`config.mk`:
```
export PLATFORM = sky130hd
export DESIGN_NAME = turn_signal_seq_flat
export DESIGN_NICKNAME = d
export VERILOG_FILES = /design/src/rtl/turn_signal_if.sv /design/src/rtl/turn_signal_seq.sv /design/src/flat_wrapper.sv
export SDC_FILE = /design/constraint.sdc
export NUM_CORES = 1
export LEC_CHECK = 0
export BUFFER_PORTS_ARGS = -buffer_cell sky130_fd_sc_hd__buf_2
export CAP_MARGIN = 20
export CORE_MARGIN = 5
export CORE_UTILIZATION = 35
export DETAILED_ROUTE_END_ITERATION = 10
export SETUP_SLACK_MARGIN = 0.2
export SLEW_MARGIN = 10
export SYNTH_ARGS = -nofsm -noshare
export SYNTH_HDL_FRONTEND = slang
export SYNTH_SLANG_ARGS = --single-unit
```
`constraint.sdc`:
```
create_clock -name clk -period 1.6 [get_ports clk]
set_input_delay 0.32 -clock clk [delete_from_list [all_inputs] [get_ports clk]]
set_output_delay 0.32 -clock clk [all_outputs]
set_load 0.01 [all_outputs]
```
`src/rtl/turn_signal_if.sv`:
```
// Request/lamp bundle between the switch debouncers and the tail-light sequencer.
// The master drives the level requests; the slave (sequencer) drives the lamps and busy.
interface turn_signal_if #(
  parameter int LIGHTS = 3
);
  logic              left;
  logic              right;
  logic              hazard;
  logic              brake;
  logic [LIGHTS-1:0] lights_l;
  logic [LIGHTS-1:0] lights_r;
  logic              busy;

  modport master (
    output left, right, hazard, brake,
    input  lights_l, lights_r, busy
  );

  modport slave (
    input  left, right, hazard, brake,
    output lights_l, lights_r, busy
  );
endinterface

```
`src/rtl/turn_signal_seq.sv`:
```
// Tail-light sequencer: thermometer sweep of LIGHTS lamps per side for left, right and hazard,
// one frame per DIV cycles, with a brake overlay on every side that is not sweeping.
module turn_signal_seq #(
  parameter int LIGHTS = 3,
  parameter int DIV    = 1
) (
  input  logic         clk,
  input  logic         reset,
  turn_signal_if.slave bus
);
  localparam int SW = $clog2(LIGHTS + 1);
  localparam int PW = (DIV > 1) ? $clog2(DIV) : 1;

  typedef enum logic [1:0] {IDLE, RUN_L, RUN_R, RUN_H} state_e;

  state_e            state_q, state_d;
  logic [SW-1:0]     step_q, step_d;
  logic [PW-1:0]     pre_q, pre_d;
  logic [LIGHTS-1:0] lights_l_q, lights_l_d;
  logic [LIGHTS-1:0] lights_r_q, lights_r_d;
  logic              busy_q, busy_d;
  logic              tick;
  logic [LIGHTS-1:0] pattern;

  assign tick = (pre_q == PW'(DIV - 1));

  always_comb begin
    // NOTE: every variable gets its hold/default value first, so no path can infer a latch.
    state_d    = state_q;
    step_d     = step_q;
    pre_d      = pre_q;
    pattern    = '0;
    lights_l_d = '0;
    lights_r_d = '0;

    case (state_q)
      IDLE: begin
        if (bus.hazard || (bus.left && bus.right)) state_d = RUN_H;
        else if (bus.left)                         state_d = RUN_L;
        else if (bus.right)                        state_d = RUN_R;
        if (state_d != IDLE) begin
          step_d = SW'(1);
          pre_d  = '0;
        end
      end
      default: begin
        if (tick) begin
          pre_d = '0;
          // Step 0 is the off gap frame; its tick ends the sequence.
          if (step_q == '0)                 state_d = IDLE;
          else if (step_q == SW'(LIGHTS))   step_d  = '0;
          else                              step_d  = step_q + SW'(1);
        end else begin
          pre_d = pre_q + PW'(1);
        end
      end
    endcase

    for (int i = 0; i < LIGHTS; i++) pattern[i] = (int'(step_d) > i);

    // Lamps follow the next state so the new frame shows right after its edge.
    case (state_d)
      RUN_L: begin
        lights_l_d = pattern;
        lights_r_d = bus.brake ? '1 : '0;
      end
      RUN_R: begin
        lights_l_d = bus.brake ? '1 : '0;
        lights_r_d = pattern;
      end
      RUN_H: begin
        lights_l_d = pattern;
        lights_r_d = pattern;
      end
      default: begin
        lights_l_d = bus.brake ? '1 : '0;
        lights_r_d = bus.brake ? '1 : '0;
      end
    endcase

    busy_d = (state_d != IDLE);
  end

  // NOTE: sequential state uses non-blocking assignments so every flop samples pre-edge values.
  always_ff @(posedge clk) begin
    if (reset) begin
      state_q    <= IDLE;
      step_q     <= '0;
      pre_q      <= '0;
      lights_l_q <= '0;
      lights_r_q <= '0;
      busy_q     <= 1'b0;
    end else begin
      state_q    <= state_d;
      step_q     <= step_d;
      pre_q      <= pre_d;
      lights_l_q <= lights_l_d;
      lights_r_q <= lights_r_d;
      busy_q     <= busy_d;
    end
  end

  assign bus.lights_l = lights_l_q;
  assign bus.lights_r = lights_r_q;
  assign bus.busy     = busy_q;
endmodule
```
`src/flat_wrapper.sv`:
```
// flat-port wrapper written by rule: the top's interface ports become plain ports
module turn_signal_seq_flat 
#(
  parameter int LIGHTS = 3,
  parameter int DIV    = 1
)
  (clk, reset, bus_left, bus_right, bus_hazard, bus_brake, bus_lights_l, bus_lights_r, bus_busy);
  turn_signal_if #(.LIGHTS(LIGHTS)) bus_i ();
  input  logic clk;
  input  logic reset;
  input wire logic [$bits(bus_i.left)-1:0] bus_left;
  input wire logic [$bits(bus_i.right)-1:0] bus_right;
  input wire logic [$bits(bus_i.hazard)-1:0] bus_hazard;
  input wire logic [$bits(bus_i.brake)-1:0] bus_brake;
  output wire logic [$bits(bus_i.lights_l)-1:0] bus_lights_l;
  output wire logic [$bits(bus_i.lights_r)-1:0] bus_lights_r;
  output wire logic [$bits(bus_i.busy)-1:0] bus_busy;
  assign bus_i.left = bus_left;
  assign bus_i.right = bus_right;
  assign bus_i.hazard = bus_hazard;
  assign bus_i.brake = bus_brake;
  assign bus_lights_l = bus_i.lights_l;
  assign bus_lights_r = bus_i.lights_r;
  assign bus_busy = bus_i.busy;
  turn_signal_seq #(.LIGHTS(LIGHTS), .DIV(DIV)) u_core (.clk(clk), .reset(reset), .bus(bus_i));
endmodule
```
Word-level counts from Yosys, hierarchy flattened
Cells that the tools add are included.

Bits in read-only memories: 0. Bits in registers: 12. Input port bits: 6. Memories: 0. Logic and storage cells: 42. Latch bits: 0. RAM bits: 0.

Add/sub/neg operators: 2. Divide/modulo/power cells: 0. Reductions and logical operators: 8. $lt $le $gt $ge: 3. Equality and inequality tests: 5. Bitwise operators: 0. Shift operators: 0. Multipliers: 0. Multiplexer cells: 18.

Operators with widths (count): 2-bit 2-to-1 mux (12); 3-bit 2-to-1 mux (3); 2-bit == test, second input constant (3); 2-bit by 1-bit > comparator with 1-bit output, second input constant (2); 2-bit logical NOT (2); 2-bit nonzero test (2); 2-bit OR reduction (2); 1-bit 2-to-1 mux (3); 2-bit by 1-bit adder with 2-bit output, second input constant (1); 2-bit by 1-bit == test with 1-bit output, second input constant (1); 2-bit > comparator, second input constant (1); 2-bit by 1-bit inequality test with 1-bit output, second input constant (1); 1-bit adder, second input constant (1); 1-bit logical AND (1); 1-bit logical OR (1).

Longest topological paths before layout
Gate-level depths: netlist of the first run.

Depth after elaboration: 9. Depth in mapped cells: 5. Gate-level depth less buffers: 5.

Worst setup path after synthesis of the first run
Ideal clock, no wire load.

Path kind: register to register. Start point: register u_core.step_q[0]. End point: register u_core.lights_l_q[2] (netlist: u_core.bus.lights_l[2]). Path buffers: 0. Setup time: 0.135 ns. Cell stages (with the launch flop): 6. Data arrival time: 1.033 ns. Slack: 0.432 ns. Cells stage by stage: dfxtp_1 inv_1 ha_1 o21a_1 a32oi_1 a211oi_1.

Word-level cells in the longest chain between the ends: 7. Elaborated cells on any way between the ends: 16. Those cells by class: add/sub: 1; order compare: 1; eq/ne: 3; mux: 9; reduce/logical: 2.

RTL lines: start, declared (RTL line turn_signal_seq.sv:17) `logic [SW-1:0] step_q, step_d;`; start signal, assigned (RTL line turn_signal_seq.sv:95) `step_q <= step_d;`; 2-bit by 1-bit adder with 2-bit output, or another cell as far along (RTL line turn_signal_seq.sv:52) `else step_d = step_q + SW'(1);`; 2-bit 2-to-1 mux (on tied branches) (RTL line turn_signal_seq.sv:51, turn_signal_seq.sv:50); 2-bit 2-to-1 mux (on tied branches) (RTL line turn_signal_seq.sv:50, turn_signal_seq.sv:47); 2-bit 2-to-1 mux (on tied branches) (RTL line turn_signal_seq.sv:47, turn_signal_seq.sv:36); 2-bit 2-to-1 mux, or another cell as far along (RTL line turn_signal_seq.sv:36) `case (state_q)`; 2-bit > comparator or 2-bit OR reduction (tied branches); 3-bit 2-to-1 mux (*); end signal, assigned (RTL line turn_signal_seq.sv:97) `lights_l_q <= lights_l_d;`; end, declared (RTL line turn_signal_seq.sv:19) `logic [LIGHTS-1:0] lights_l_q, lights_l_d;`.

Every way passes the cells marked *; elsewhere a longest branch is shown, timed or not. A chain may end at the register's enable or synchronous reset.

Worst setup path after layout of the first run
Ends and elaborated chain as after synthesis.

==> results of run 1 <==
-- Yosys cell counts, drive strengths merged --
cell	n	area [um2]
or2	2	12.5
nor2	6	25.0
inv	2	7.51
a211oi	6	65.1
o2bb2ai	1	8.76
a22o	2	17.5
buf	1	11.3
ha	2	25.0
nor2b	2	12.5
a21o	2	15.0
and2	1	6.26
clkbuf	1	3.75
dfxtp	11	220
o21a	1	7.51
nor3	4	20.0
a21oi	3	15.0
a32oi	1	8.76
a31oi	1	6.26
-- registers in the layout, indices dropped and copies added (netlist names) --
signal / cells
u_core.bus.lights_r: 3
u_core.bus.lights_l: 3
u_core.state_q: 2
u_core.step_q: 2
u_core.bus.busy: 1
-- routing by layer --
metal | share of wire | wire length [um] | track usage | up-vias
met4 | 0.023 | 22 | 0.0829 | 0
met5 | 0 | 0 | 0 | -
met2 | 0.44 | 424 | 0.147 | 14
met1 | 0.46 | 446 | 0.125 | 199
li1 | - | - | - | 207
met3 | 0.082 | 80 | 0.0498 | 2
-- stage by stage --
stage                     worst slack, ns  power [W]  area [um2]
after global routing                0.211   0.000782         586
after floorplan                     0.432   0.000491         488
after detailed placement            0.293   0.000547         559
final                               0.309   0.000729         586
after global placement              0.293   0.000547         559
after CTS                           0.298   0.000747         586
-- worst min-delay path by stage --
| stage | startpoint | slack (ns) | to | cells past startpoint |
|---|---|---|---|---|
| finish | reset | 0.36 | u_core.step_q[0] | 2 |
| global route | reset | 0.36 | u_core.step_q[1] | 2 |
| CTS | reset | 0.35 | u_core.state_q[0] | 2 |
| detailed placement | u_core.step_q[1] | 0.55 | u_core.step_q[1] | 2 |
| global placement | u_core.step_q[1] | 0.54 | u_core.step_q[1] | 2 |
| floorplan | reset | 0.39 | u_core.bus.lights_l[0] | 1 |
-- area by class of cell --
cell class / instances / area, um2 / area share
tap: 15 / 18.8 / 0.0321
clock buffer: 4 / 26.3 / 0.0449
sequential: 11 / 220 / 0.376
multi-input combinational: 34 / 245 / 0.419
inverter: 2 / 7.51 / 0.0128
timing repair buffer: 13 / 67.6 / 0.115
-- cell families after synthesis --
family	count (synthesis)
AOI/OAI and AO/OA	17
and+or+nand+nor	15
DFF	11
buffers and inverters	4
adders and majority gates	2
-- power groups by stage --
stage	sequential [W]	clock, W	combinational, W
finish	0.000334	0.000190	0.000205
global route	0.000336	0.000214	0.000232
CTS	0.000334	0.000206	0.000207
detailed placement	0.000340	0	0.000207
global placement	0.000340	0	0.000207
floorplan	0.000352	0	0.000139
-- worst max-delay path, stage by stage, from the launching register on --
cell	delay [ns]
dfxtp_1	0.35
inv_1	0.07
ha_1	0.31
o21a_1	0.12
a32oi_1	0.21
a211oi_1	0.11
==> flow_metrics.py, run 1 <==
metrics = {
    "clock_network": {
        "cts_sinks": 11,
        "cts-root-buf": "clkbuf_4",
        "path_clk_slew_ns": 0.07,
        "cts-resized-gates": 0,
        "holdBufCountCts": 0,
        "numCtsBuffers": 3,
        "cts_max_level": 1,
        "insertion_delay_ns": 0.27,
        "cts_tree": "yes",
        "cts_setup_buffers": 0,
        "cts_buffer_depth": 2,
    },
    "pwr": {
        "pwr-share-clk": 0.260,
        "vdd_drop_max_mv": 0.425,
        "switching_share": 0.312,
        "p_switching_w": 0.000227,
        "cellPowerDensity_mw_per_mm2": 1240,
        "pwr-share-seq": 0.458,
        "comb_power_share": 0.281,
        "p_leak_nw": 0.252,
        "power.internal_w": 0.000502,
    },
    "worst_setup_path": {
        "crit_fanout": 3,
        "critical_path.endpoint": "u_core.bus.lights_l[2]",
        "start_kind": "flip-flop",
        "arrival_ns": 1.44,
        "r2r_slack_ns": 0.31,
        "cp-end-kind": "flip-flop",
        "startpoint": "u_core.step_q[0]",
        "cp.required_ns": 1.75,
        "r2r_start": "u_core.step_q[0]",
        "reg2reg_to": "u_core.bus.lights_l[2]",
        "critPathKind": "flip-flop to flip-flop",
        "r2r_cells": 5,
    },
    "synthesis": {
        "synth_top_family_by_area": "compound AO/OA/AOI/OAI gates",
        "synthSimpleGateAreaFrac": 0.156,
        "ys_ff_latch": 11,
        "synth_nets": 57,
        "muxShareOfSynthArea": 0,
        "ys_seq_area_frac": 0.451,
        "synth_cell_types": 20,
        "synthXorXnorAreaFrac": 0,
        "yosys_warnings": 0,
        "syn_area_um2": 488,
        "synthAdderAreaFrac": 0.0513,
        "avgSynthCellArea_um2": 9.96,
        "syn_inst": 49,
        "synth_compound_gate_area_share": 0.295,
    },
    "die": {
        "coreArea_mm2": 0.00132,
        "dieArea_mm2": 0.00224,
        "ios": 13,
        "dieHeight_um": 47.3,
        "start_util": 0.370,
        "rows": 13,
        "die_x_um": 47.3,
    },
    "routing": {
        "dr.pass1.iters": 4,
        "vias": 422,
        "drc_errors": 0,
        "finalWirelength_um": 974,
        "ant_nets": 0,
        "drt_iter0_drc": 5,
        "avgViaCountPerCell": 5.34,
        "wl_per_cell_um": 12.3,
    },
    "cells_and_area": {
        "n_antenna_cell": 0,
        "utilization": 0.444,
        "final_common_cell": "buf_2",
        "fillers": 126,
        "nets": 73,
        "drive_above_1_share": 0.328,
        "final_cell_mix": "12 x buf_2, 11 x dfxtp_1, 5 x nor2_1",
        "stdcell_count": 79,
        "area_delta_synth_final_pct": 20.0,
    },
    "grt": {
        "grt_pass1_vias": 365,
        "antenna_found_initial": 0,
        "grt_pass1_wl_mm": 1.57,
        "grt-ovfl-total": 0,
        "track_usage": 0.106,
        "grt_start_max_net_pins": 12,
    },
    "sta": {
        "setup_viol": 0,
        "tns_ns": 0,
        "worstMarginPinSlew_ns": 0.361,
        "holdWs_ns": 0.364,
        "fmax_mhz": 774,
        "slew_viol_final": 0,
        "max_slew_margin": 0.758,
        "period_share": 0.807,
        "rsz0062_at_grt": "false",
        "finalClockSkew_ns": 0.00463,
        "final.min_clock_period_ns": 1.29,
        "hold_violations": 0,
    },
    "place": {
        "globalplace.congestion": 0.821,
        "placed_cells": 75,
        "dp_hpwl_um": 768,
        "port_buffers": 12,
    },
    "flow_run": {
        "cap_viol_max_count": 0,
    },
    "worst_hold_path": {
        "hold_path.class": "input port to flip-flop",
    },
    "run_status": {
        "status": "completed",
    },
}
No activity file was read; power rests on OpenSTA's default activity.
==> run 2, diff against run 1 <==
==> constraint.sdc (replaced) <==
create_clock -name clk -period 1.2 [get_ports clk]
set_input_delay 0.24 -clock clk [delete_from_list [all_inputs] [get_ports clk]]
set_output_delay 0.24 -clock clk [all_outputs]
set_load 0.01 [all_outputs]
==> run 2 against run 1 <==
Global-route usage up 2.9 points. Register-to-register slack got worse by 0.29 ns. Wire length rose by 24%. Clock skew shrank 0.00081 ns. Die area unchanged. Combinational power is 140% higher. Count of clock-buffer cells in the layout unchanged. Final area up 33%. Non-clock buffer count rose by 6. Power rose by 64%. Largest cell class unchanged.
==> flow_metrics.py, run 2 (synthesis results as in run 1) <==
metrics = {
    "run_status": {
        "status": "completed",
    },
    "worst_hold_path": {
        "worstHoldPathCells": 2,
        "hold_path.class": "input port to flip-flop",
    },
    "routing": {
        "vias": 456,
        "ant_nets": 0,
        "drt_iter0_drc": 4,
        "dr.pass1.iters": 3,
        "drc_errors": 0,
        "wl_per_cell_um": 14.2,
        "avgViaCountPerCell": 5.36,
        "finalWirelength_mm": 1.21,
    },
    "grt": {
        "grt_pass1_wl_mm": 1.98,
        "grt_pass1_vias": 428,
        "track_usage": 0.135,
        "grt_start_max_net_pins": 12,
        "antenna_found_initial": 0,
        "grt-ovfl-total": 0,
    },
    "worst_setup_path": {
        "critical_path.endpoint": "u_core.bus.lights_l[2]",
        "crit_fanout": 2,
        "cp_num_buf_inv": 1,
        "r2r_slack_ns": 0.02,
        "reg2reg_to": "u_core.bus.lights_l[2]",
        "r2r_start": "u_core.step_q[0]",
        "cp-end-kind": "flip-flop",
        "path_delay_family": "compound AO/OA/AOI/OAI gates",
        "arrival_ns": 1.33,
        "critPathKind": "flip-flop to flip-flop",
        "cp_cell_sequence": "inv_2 -> ha_4 -> o21a_1 -> a32oi_2 -> a211oi_2",
        "startpoint": "u_core.step_q[0]",
        "start_kind": "flip-flop",
        "r2r_cells": 5,
        "cp.required_ns": 1.35,
        "cp_slowest_cell": "dfxtp_2",
        "critPathMaxStageDelay_ns": 0.34,
        "path_depth": 5,
    },
    "clock_network": {
        "cts_buffer_depth": 2,
        "cts_sinks": 11,
        "numCtsBuffers": 3,
        "cts_max_level": 1,
        "cts_tree": "yes",
        "insertion_delay_ns": 0.27,
        "path_clk_slew_ns": 0.07,
        "cts-root-buf": "clkbuf_4",
    },
    "die": {
        "ios": 13,
        "start_util": 0.370,
        "rows": 13,
        "dieHeight_um": 47.3,
        "coreArea_mm2": 0.00132,
        "dieArea_mm2": 0.00224,
        "die_x_um": 47.3,
    },
    "sta": {
        "period_share": 0.980,
        "rsz0062_at_grt": "true",
        "final.min_clock_period_ns": 1.18,
        "fmax_mhz": 850,
        "finalClockSkew_ns": 0.00382,
        "setup_viol": 0,
        "worstMarginPinSlew_ns": 0.291,
        "hold_violations": 0,
        "max_slew_margin": 0.806,
        "worst_slack_ns": 0.0234,
        "slew_viol_final": 0,
    },
    "place": {
        "dp_slack_ns": -0.0403,
        "globalplace.congestion": 0.733,
        "placed_cells": 79,
        "dp_hpwl_um": 752,
        "port_buffers": 12,
    },
    "pwr": {
        "vdd_drop_max_mv": 0.648,
        "pwr-share-seq": 0.383,
        "power.internal_w": 0.000796,
        "cellPowerDensity_mw_per_mm2": 1540,
        "p_leak_nw": 0.312,
        "switching_share": 0.335,
        "p_total_w": 0.00120,
        "comb_power_share": 0.403,
        "pwr-share-clk": 0.213,
        "p_switching_w": 0.000401,
    },
    "cells_and_area": {
        "nets": 79,
        "utilization": 0.591,
        "stdcell_count": 85,
        "final_common_cell": "buf_2",
        "area_delta_synth_final_pct": 59.5,
        "drive_above_1_share": 0.671,
        "final_cell_mix": "13 x buf_2, 7 x dfxtp_1, 4 x a211oi_2",
        "fillers": 115,
        "n_antenna_cell": 0,
    },
    "flow_run": {
        "cap_viol_max_count": 0,
    },
}
-- run 2: per-stage QoR --
stage	hold slack (ns)	TNS [ns]	cell area, um2
final	0.286	0	778
after floorplan	0.313	0	495
after CTS	0.292	0	686
after global routing	0.296	-0.0382	778
after detailed placement	0.567	-0.0811	597
after global placement	0.570	0	597
-- run 2: worst min path at each step --
stage	startpoint	endpoint	slack (ns)
floorplan	reset	u_core.bus.lights_l[0]	0.31
global placement	reset	u_core.state_q[0]	0.57
detailed placement	reset	u_core.state_q[1]	0.57
CTS	reset	u_core.state_q[1]	0.29
global route	reset	u_core.step_q[1]	0.30
finish	reset	u_core.state_q[1]	0.29
-- run 2: timing repair --
item	CTS	global route
hold buffers	0	0
buffers inserted	0	1
setup endpoints to repair	11	11
gates cloned	0	1
pin swaps	6	6
resized for setup	15	15
-- run 2: power groups by stage --
stage	sequential (W)	clock (W)	combinational (W)
after floorplan	0.000472	0	0.000191
after global placement	0.000453	0	0.000308
after detailed placement	0.000453	0	0.000308
after CTS	0.000451	0.000265	0.000369
after global routing	0.000464	0.000301	0.000522
final	0.000459	0.000255	0.000482
-- run 2: final cells by class --
cell class / count / area, um2 / share of cell area
Sequential cell: 11 / 230 / 0.296
Tap cell: 15 / 18.8 / 0.0241
Inverter: 2 / 7.51 / 0.00965
Timing Repair Buffer: 19 / 121 / 0.156
Multi-Input combinational cell: 34 / 374 / 0.481
Clock buffer: 4 / 26.3 / 0.0338
-- run 2: routing by layer --
layer / vias to the layer above / track usage / part of all wire
met2: 14 / 0.206 / 0.46
li1: 226 / - / -
met1: 211 / 0.153 / 0.43
met3: 5 / 0.0728 / 0.080
met4: 0 / 0.0663 / 0.029
met5: - / 0 / 0
==> run 3, diff against run 2 <==
--- a/config.mk
+++ b/config.mk
@@ -7,10 +7,14 @@
 export LEC_CHECK = 0
 export BUFFER_PORTS_ARGS = -buffer_cell sky130_fd_sc_hd__buf_2
 export CAP_MARGIN = 20
+export CELL_PAD_IN_SITES_DETAIL_PLACEMENT = 0
+export CELL_PAD_IN_SITES_GLOBAL_PLACEMENT = 1
 export CORE_MARGIN = 5
 export CORE_UTILIZATION = 35
 export DETAILED_ROUTE_END_ITERATION = 10
+export PLACE_DENSITY_LB_ADDON = 0.1
 export SETUP_SLACK_MARGIN = 0.2
+export SKIP_CTS_REPAIR_TIMING = 1
 export SLEW_MARGIN = 10
 export SYNTH_ARGS = -nofsm -noshare
 export SYNTH_HDL_FRONTEND = slang
==> run 3 against run 2 <==
The run now ends with negative setup slack left. Global-route usage is 3.7 points lower. Via count decreased by 3.1%. Die area unchanged. Register-to-register slack worse by 0.03 ns. Power fell by 7.3%. Sequential share of layout area grew 1.5 points. Worst hold slack improved by 0.011 ns. Clock power decreased by 4%. Critical path type unchanged. Largest cell class unchanged. Highest routed layer unchanged.
==> flow_metrics.py, run 3 (synthesis results as in run 1) <==
metrics = {
    "run_status": {
        "status": "finished, violations left",
        "violations": "negative setup slack",
    },
    "sta": {
        "setup_viol": 1,
        "worstMarginPinSlew_ns": 0.355,
        "period_share": 1.00,
        "fmax_mhz": 830,
        "final.min_clock_period_ns": 1.21,
        "tns_ns": -0.00522,
        "slew_viol_final": 0,
        "max_slew_margin": 0.762,
        "rsz0062_at_grt": "true",
        "finalClockSkew_ns": 0.000587,
        "worst_slack_ns": -0.00522,
        "hold_violations": 0,
    },
    "flow_run": {
        "cap_viol_max_count": 0,
    },
    "clock_network": {
        "numCtsBuffers": 3,
        "cts-root-buf": "clkbuf_4",
        "path_clk_slew_ns": 0.06,
        "cts_buffer_depth": 2,
        "insertion_delay_ns": 0.27,
        "cts_max_level": 1,
        "cts_tree": "yes",
        "cts_sinks": 11,
    },
    "worst_setup_path": {
        "path_delay_family": "compound AO/OA/AOI/OAI gates",
        "critPathMaxStageDelay_ns": 0.34,
        "arrival_ns": 1.39,
        "critPathKind": "flip-flop to flip-flop",
        "cp.required_ns": 1.39,
        "cp-end-kind": "flip-flop",
        "crit_fanout": 3,
        "start_kind": "flip-flop",
        "cp_slowest_cell": "dfxtp_2",
        "cp_num_buf_inv": 1,
        "cp_cell_sequence": "inv_2 -> ha_4 -> nor2_2 -> a22o_1 -> a211oi_2",
    },
    "cells_and_area": {
        "final_cell_mix": "12 x buf_2, 9 x buf_4, 7 x dfxtp_1",
        "n_antenna_cell": 0,
        "final_common_cell": "buf_2",
        "multi_input_area_um2": 308,
        "area_delta_synth_final_pct": 48.5,
        "drive_above_1_share": 0.603,
        "nets": 82,
        "design_area_um2": 724,
        "fillers": 126,
        "regArea_um2": 225,
    },
    "grt": {
        "antenna_found_initial": 0,
        "grt_pass1_vias": 362,
        "grt-ovfl-total": 0,
        "track_usage": 0.0988,
        "grt_pass1_wl_mm": 1.46,
        "grt_start_max_net_pins": 12,
    },
    "pwr": {
        "pwr-share-clk": 0.221,
        "pwr-share-seq": 0.401,
        "p_switching_w": 0.000345,
        "switching_share": 0.311,
        "power.internal_w": 0.000764,
        "cellPowerDensity_mw_per_mm2": 1530,
        "vdd_drop_max_mv": 0.772,
        "p_total_w": 0.00111,
        "p_leak_nw": 0.316,
        "comb_power_share": 0.378,
    },
    "routing": {
        "avgViaCountPerCell": 5.02,
        "finalWirelength_mm": 1.08,
        "wl_per_cell_um": 12.3,
        "ant_nets": 0,
        "vias": 442,
        "drc_errors": 0,
        "drt_iter0_drc": 6,
        "dr.pass1.iters": 2,
    },
    "place": {
        "dp_slack_ns": -0.0676,
        "placed_area_um2": 604,
        "globalplace.congestion": 0.682,
        "dp_hpwl_um": 756,
        "port_buffers": 12,
    },
    "die": {
        "coreArea_mm2": 0.00132,
        "die_x_um": 47.3,
        "dieArea_mm2": 0.00224,
        "dieHeight_um": 47.3,
        "ios": 13,
        "rows": 13,
        "start_util": 0.370,
    },
    "worst_hold_path": {
        "hold_path.class": "input port to flip-flop",
    },
}
[run 3: worst paths after layout]
kind	start	endpoint	slack [ns]	depth (start not counted)
min	reset	u_core.state_q[0]	0.30	2
max	u_core.step_q[1]	u_core.bus.lights_l[0]	-0.005	5
max reg2reg	u_core.step_q[1]	u_core.bus.lights_l[0]	-0.005	5
min reg2reg	u_core.step_q[1]	u_core.step_q[1]	0.63	3
[run 3: metrics by stage]
| step | hold WS (ns) | std cells | utilization |
|---|---|---|---|
| finish | 0.297 | 88 | 0.550 |
| global route | 0.303 | 88 | 0.550 |
| CTS | 0.290 | 84 | 0.479 |
| detailed placement | 0.527 | 80 | 0.459 |
| global placement | 0.518 | 80 | 0.459 |
| floorplan | 0.313 | 49 | - |
[run 3: power groups by stage]
stage          clock, W  combinational, W  sequential, W
6_report       0.000245          0.000419       0.000445
5_1_grt        0.000279          0.000460       0.000451
4_1_cts        0.000258          0.000322       0.000440
3_5_place_dp          0          0.000320       0.000448
3_3_place_gp          0          0.000326       0.000449
2_1_floorplan         0          0.000191       0.000472
[run 3: worst reg2reg max path: stages (launching register included)]
cell,delay [ns]
dfxtp_2,0.34
inv_2,0.04
ha_4,0.26
nor2_2,0.04
a22o_1,0.23
a211oi_2,0.22
[run 3: layout make-up]
class                      instances  share of cell area
clock buffer                       4              0.0363
inverter                           2              0.0104
multi-input combinational         34               0.425
sequential                        11               0.311
tap                               15              0.0259
timing repair buffer              22               0.192
[run 3: layer usage]
metal / vias to the layer above / wire, um / global-route usage / part of all wire
met5: - / 0 / 0 / 0
met4: 0 / 15 / 0.0331 / 0.014
met3: 4 / 106 / 0.0690 / 0.098
met2: 14 / 514 / 0.155 / 0.48
met1: 199 / 441 / 0.105 / 0.41
li1: 225 / - / - / -
